File: src/rtl/regfile_write_scheduler.sv
// Register file write-port arbiter: pipeline writeback (A) over long-latency results (B),
// with a pending-write scoreboard for decode hazards and a bounded-wait hold for B.
module regfile_write_scheduler #(
  parameter int unsigned MAX_WAIT = 4
) (
  input  logic        clk,
  input  logic        rst,
  input  logic        a_valid,
  input  logic [4:0]  a_rd,
  input  logic [31:0] a_data,
  input  logic        b_valid,
  output logic        b_ready,
  input  logic [4:0]  b_rd,
  input  logic [31:0] b_data,
  input  logic        iss_valid,
  input  logic [4:0]  iss_rd,
  input  logic        dec_valid,
  input  logic [4:0]  dec_rs1,
  input  logic [4:0]  dec_rs2,
  input  logic [4:0]  dec_rd,
  output logic        dec_stall,
  output logic        hold_pipe,
  output logic        rf_we,
  output logic [4:0]  rf_rd,
  output logic [31:0] rf_wdata,
  output logic [31:0] busy_vec
);

  localparam int unsigned CW = 4;
  localparam logic [CW:0] MAX_W = MAX_WAIT[CW:0];

  logic          src_b_q;
  logic [CW-1:0] wait_cnt;
  logic [CW:0]   wait_inc;
  logic [CW-1:0] wait_next;
  logic          b_take;
  logic          b_refused;
  logic          hold_next;
  logic [31:0]   busy_q;
  logic [31:0]   busy_next;

  assign b_take    = b_valid && !a_valid;
  assign b_refused = b_valid && a_valid;
  assign b_ready   = b_take;

  assign wait_inc  = {1'b0, wait_cnt} + {{CW{1'b0}}, 1'b1};

  // Hold is raised on the edge where the refusal count reaches MAX_WAIT, and
  // re-raised every further refused cycle while the count stays saturated.
  assign hold_next = b_refused && (wait_inc >= MAX_W);

  always_comb begin
    wait_next = '0;
    if (b_refused) begin
      if ({1'b0, wait_cnt} >= MAX_W) wait_next = wait_cnt;
      else                           wait_next = wait_inc[CW-1:0];
    end
  end

  // Set beats clear when the same register issues as its B result retires.
  always_comb begin
    busy_next = busy_q;
    if (rf_we && src_b_q) busy_next[rf_rd] = 1'b0;
    if (iss_valid && (iss_rd != 5'd0)) busy_next[iss_rd] = 1'b1;
    busy_next[0] = 1'b0;
  end

  assign busy_vec  = busy_q;
  assign dec_stall = dec_valid && (busy_q[dec_rs1] || busy_q[dec_rs2] || busy_q[dec_rd]);

  always_ff @(posedge clk or posedge rst) begin
    if (rst) begin
      rf_we     <= 1'b0;
      rf_rd     <= 5'd0;
      rf_wdata  <= 32'd0;
      src_b_q   <= 1'b0;
      wait_cnt  <= '0;
      hold_pipe <= 1'b0;
      busy_q    <= 32'd0;
    end else begin
      if (a_valid) begin
        rf_we    <= (a_rd != 5'd0);
        rf_rd    <= a_rd;
        rf_wdata <= a_data;
      end else if (b_take) begin
        rf_we    <= (b_rd != 5'd0);
        rf_rd    <= b_rd;
        rf_wdata <= b_data;
      end else begin
        rf_we    <= 1'b0;
      end
      src_b_q   <= b_take;
      wait_cnt  <= wait_next;
      hold_pipe <= hold_next;
      busy_q    <= busy_next;
    end
  end

endmodule
File: config.mk
export PLATFORM = sky130hd
export DESIGN_NAME = regfile_write_scheduler
export DESIGN_NICKNAME = d
export VERILOG_FILES = /design/src/rtl/regfile_write_scheduler.sv
export SDC_FILE = /design/constraint.sdc
export NUM_CORES = 1
export LEC_CHECK = 0
export ABC_AREA = 1
export BUFFER_PORTS_ARGS = -buffer_cell sky130_fd_sc_hd__clkbuf_2
export CAP_MARGIN = 20
export CORE_ASPECT_RATIO = 0.9
export CORE_MARGIN = 3
export CORE_UTILIZATION = 35
export CTS_CLUSTER_DIAMETER = 120
export DETAILED_ROUTE_END_ITERATION = 12
export PLACE_DENSITY_LB_ADDON = 0.05
export SLEW_MARGIN = 0
export SYNTH_ARGS = -nofsm -noshare
export SYNTH_HDL_FRONTEND = slang
export SYNTH_SLANG_ARGS = --single-unit
File: constraint.sdc
create_clock -name clk -period 4.5 [get_ports clk]
set_input_delay 0.225 -clock clk [delete_from_list [all_inputs] [get_ports clk]]
set_output_delay 0.225 -clock clk [all_outputs]
set_load 0.03 [all_outputs]
Word level (Yosys, flattened, before mapping) --
Cells that the tools add are included. W data, S select, Z words.
Word-level totals: bits in registers 75, bits in latches 0, bits in writable memories 0, bits in read-only memories 0, input bits 100, output and inout port bits 73, word-level logic and storage cells 56, memories kept 0
Operators by class: add/sub/neg operators 1, multiply operators 0, div/mod/pow operators 0, order comparisons 9, eq/ne operators 1, shift operators 0, muxes and demuxes 20, bitwise logic cells 3, reductions and logical operators 15
Operators by type and width (number):
- $mux W32 | 4
- $and A32 B32 Y32 | 1
- $not A32 Y32 | 1
- $or A32 B32 Y32 | 1
- $lt A5 B6 Y1 const B | 5
- $bmux W1 S5 | 3
- $reduce_bool A5 Y1 | 3
- $demux W1 S5 | 2
- $ge A5 B1 Y1 const B | 2
- $mux W5 | 2
- $logic_and A1 B1 Y1 | 8
- $mux W4 | 2
- $mux W1 | 7
- $add A4 B1 Y5 const B | 1
- $ge A5 B3 Y1 const B | 1
- $ge A4 B3 Y1 const B | 1
- $logic_or A1 B1 Y1 | 2
- $ne A2 B2 Y1 const B | 1
- $reduce_bool A2 Y1 | 1
- $logic_not A1 Y1 | 1

Longest topological paths before layout --
depth after elaboration 9, gate-level depth with buffers 13, gate-level depth less buffers 11

Worst setup path before layout --
OpenSTA, ideal clock, no wires.
path type register to output, start reg busy_q[7], in the netlist busy_vec[7], end out dec_stall, arrival time 1.373 ns, data required time 4.275 ns, setup slack 2.902 ns, stages on the path, launching flop included 11, path buffers 0, path through dfrtp_1 inv_1 nand2_1 nand3_1 nand3_1 nand3_1 nand2_1 nand2_1 nand2_1 nor2_1 a21oi_2
Between the ends: longest elaborated chain between the ends 5, elaborated cells between the ends (all ways) 9, classes of those cells mux (6); reduce/logical (3)
Ends and longest elaborated chain:
- start, declared | RTL line 39 | logic [31:0] busy_q;
- start signal, assigned | RTL line 95 | busy_q <= busy_next;
- $bmux W1 S5 | RTL line 69 | assign dec_stall = dec_valid && (busy_q[dec_rs1] || busy_q[dec_rs2] || busy_q[dec_rd]);
- $mux W1 (implied by the code) | RTL line 69
- $logic_or A1 B1 Y1 | RTL line 69
- $logic_or A1 B1 Y1 * | RTL line 69
- $logic_and A1 B1 Y1 * | RTL line 69
- end, declared | RTL line 21 | output logic dec_stall,
Every way passes the cells marked *; elsewhere a longest branch is shown, timed or not. The select of a mux whose other input is x is not followed.

Worst setup path after layout --
start in a_valid, end out b_ready
Between the ends: longest elaborated chain between the ends 2
Ends and longest elaborated chain:
- start, declared | RTL line 8 | input logic a_valid,
- $logic_not A1 Y1 | RTL line 42 | assign b_take = b_valid && !a_valid;
- $logic_and A1 B1 Y1 | RTL line 42
- end, declared | RTL line 12 | output logic b_ready,
No other way between the ends.

==> results.yml <==
yosys:
  synth_top_area_share_pct: 44.20
  synth_area_leaders: "dfrtp_1 (44%), nand2_1 (20%), nand3_1 (16%)"
  syn_area_mm2: 0.004247
  yosysTopAreaCell: "dfrtp_1"
  synth_area_per_cell_um2: 7.066
  synth_seq_cells: 75
  syn_nets: 703
  ys_warn_count: 0
  ys_types: 25
  synth_seq_area_share_pct: 44.20
  netlist_instances: 601
route:
  routed_wl_um: 14600
  viasPerCell: 5.033
  drc: 0
  vias: 4661
  ant_nets: 0
  avgRoutedWirePerCell_um: 15.77
  drt_iter0_drc: 468
  first_pass_iters: 7
placement:
  dp.cells: 908
  hpwl_um: 10970
  gp_congestion: 0.9181
  portBuffers: 171
setup_path:
  max_stage_delay_ns: 0.84
  crit_chain: "clkbuf_2 -> nor2_2 -> clkbuf_2"
  crit_slowest_cell: "nor2_2"
  cp_max_fo: 41
  endpoint_kind: "output port"
  setup.worst_path.class: "input port to output port"
  crit_arrival_ns: 1.89
  cp_common_cell: "clkbuf_2"
  rrSetupSlack_ns: 3.10
  required_ns: 4.28
  start_kind: "input port"
timing:
  hold_violations: 0
  final.period_utilization_pct: 46.90
  finalSetupViolCount: 0
  setup_tns_ns: 0
  rsz0062_at_grt: "false"
  final.min_clock_period_ns: 2.111
  fmax_mhz: 473.8
  slew_violations: 0
  fin_skew_ns: 0.01010
  tightest_slew_ns: 0.8258
  slew-limit-headroom_pct: 44.89
power:
  p_leak_nw: 3.011
  finalPower_mw: 2.298
  p_switching_mw: 0.8818
  power.density_mw_per_mm2: 417.4
  pwr-share-comb_pct: 28.1
  swShare_pct: 38.37
  seq_power_share_pct: 40.4
  irDropWorstVdd_mv: 0.2164
  p_int_mw: 1.416
  clkPwrFrac_pct: 31.4
cells_and_area:
  final_cell_mix: "nand2_1 (221), clkbuf_2 (171), nand3_1 (133)"
  syn2layout_area_growth_pct: 29.64
  final_nets: 867
  diodes: 0
  fin_util_pct: 47.38
  layout_commonest_cell: "nand2_1"
  fin_cells: 926
  drive_gt1_share_pct: 25.97
global_route:
  grt_pass1_wl_um: 23250
  grt_pass1_vias: 4467
  grt_max_degree: 52
  grt_usage_pct: 21.80
  grt-ovfl-total: 0
  antenna_found_initial: 0
flow_run:
  drv_cap: 0
floorplanning:
  die_w_um: 122.1
  die_y_um: 110.5
  num_io_pins: 173
  rows: 37
  core_area_mm2: 0.01162
  die_area_mm2: 0.01349
  start_util_pct: 36.55
hold_path:
  hold_path_class: "input port to register"
cts:
  insertion_delay_ns: 0.33
  h-tree-depth: 3
  cts.reportedPaths.clkPinSlew_ns: 0.06
  cts.path.max_buffers: 2
  numCtsBuffers: 9
  post_cts_buffers: 0
  cts_num_sinks: 75
  cts_tree: "built"
  cts_root_buffer: "clkbuf_16"
status:
  status: "complete, no violations"
==> kinds of logic (layout without fill, tap and decap cells) <==
family	Yosys count	after routing	synth area share, %
compound gates	77	77	9.782
flops	75	75	44.20
buf+inv	83	252	9.134
other cells	1	1	0.08831
fa+ha+maj	2	2	0.5892
simple gates	363	363	36.21
==> timing repair <==
item	in CTS	in global routing
gates resized for setup	0	0
hold endpoints to repair	0	9
hold buffers	0	1
endpoints found under the setup margin	0	0
==> power groups by stage <==
stage	logic, mW	registers, mW	clock network (mW)
floorplan	0.257	1.05	0
global placement	0.639	0.940	0
detailed placement	0.648	0.939	0
CTS	0.649	0.928	0.734
global route	0.720	0.941	0.764
finish	0.647	0.929	0.722
==> synthesized netlist by cell type <==
cell type  count
o2111ai_1      1
buf_4          5
o21ai_0       63
a21oi_2        1
buf_2          8
clkbuf_1       5
o41ai_1        1
inv_4          2
o211ai_1       2
nand3_1      133
inv_6          1
conb_1         1
nand2_1      221
nand3b_1       1
buf_6          5
nor2_1         6
o221ai_1       3
o21a_1         1
inv_2          3
nor4_1         1
a21oi_1        5
ha_1           2
inv_1         54
or2_1          1
dfrtp_1       75
==> layer usage <==
layer	vias up	GRT usage, %	part of all wire (%)
met5	-	0	0
met4	0	5.522	1.9
met3	22	5.940	8.1
met2	186	33.95	46
met1	2164	30.05	44
li1	2289	-	-
==> critical path, delay by kind of cell <==
kind          cells  cell delay (ns)
buf+inv           2             0.81
simple gates      1             0.84
==> per-stage QoR <==
step                hold slack [ns]  area [um2]  worst slack, ns
floorplan                    0.3449        4247            2.365
global placement             0.4295        5172            2.362
detailed placement           0.4322        5172            2.346
CTS                         0.08197        5475            2.376
global route                0.09410        5505            2.249
finish                      0.08915        5505            2.389
==> path summary, 6_finish.rpt <==
path | from | to | cells past startpoint
worst max-delay path | a_valid | b_ready | 3
worst max register to register | rf_rd[0]$_DFFE_PP0P_ | busy_vec[10]$_DFF_PP0_ | 4
worst min-delay path | b_data[11] | rf_wdata[11]$_DFFE_PP0P_ | 3
max in group asynchronous | rst | busy_vec[8]$_DFF_PP0_ | 5
worst min register to register | rf_wdata[14]$_DFFE_PP0P_ | rf_wdata[14]$_DFFE_PP0P_ | 2
min in group asynchronous | rst | wait_cnt[2]$_DFFE_PP0P_ | 3
==> flip-flops by register name, summed over array words and instances (netlist names) <==
signal     cells
rf_wdata      32
busy_vec      31
rf_rd          5
wait_cnt       4
hold_pipe      1
rf_we          1
src_b_q        1
==> area by class of cell <==
type | instances | area [um2]
fillers | 1211 | 6115
multi-input cells | 443 | 1987
flip-flops and latches | 75 | 1877
repair buffers | 176 | 908.4
clock buffers | 11 | 242.7
inverters | 60 | 235.2
well taps | 156 | 195.2
clock inverters | 5 | 60.06
No activity file was read; power rests on OpenSTA's default activity.
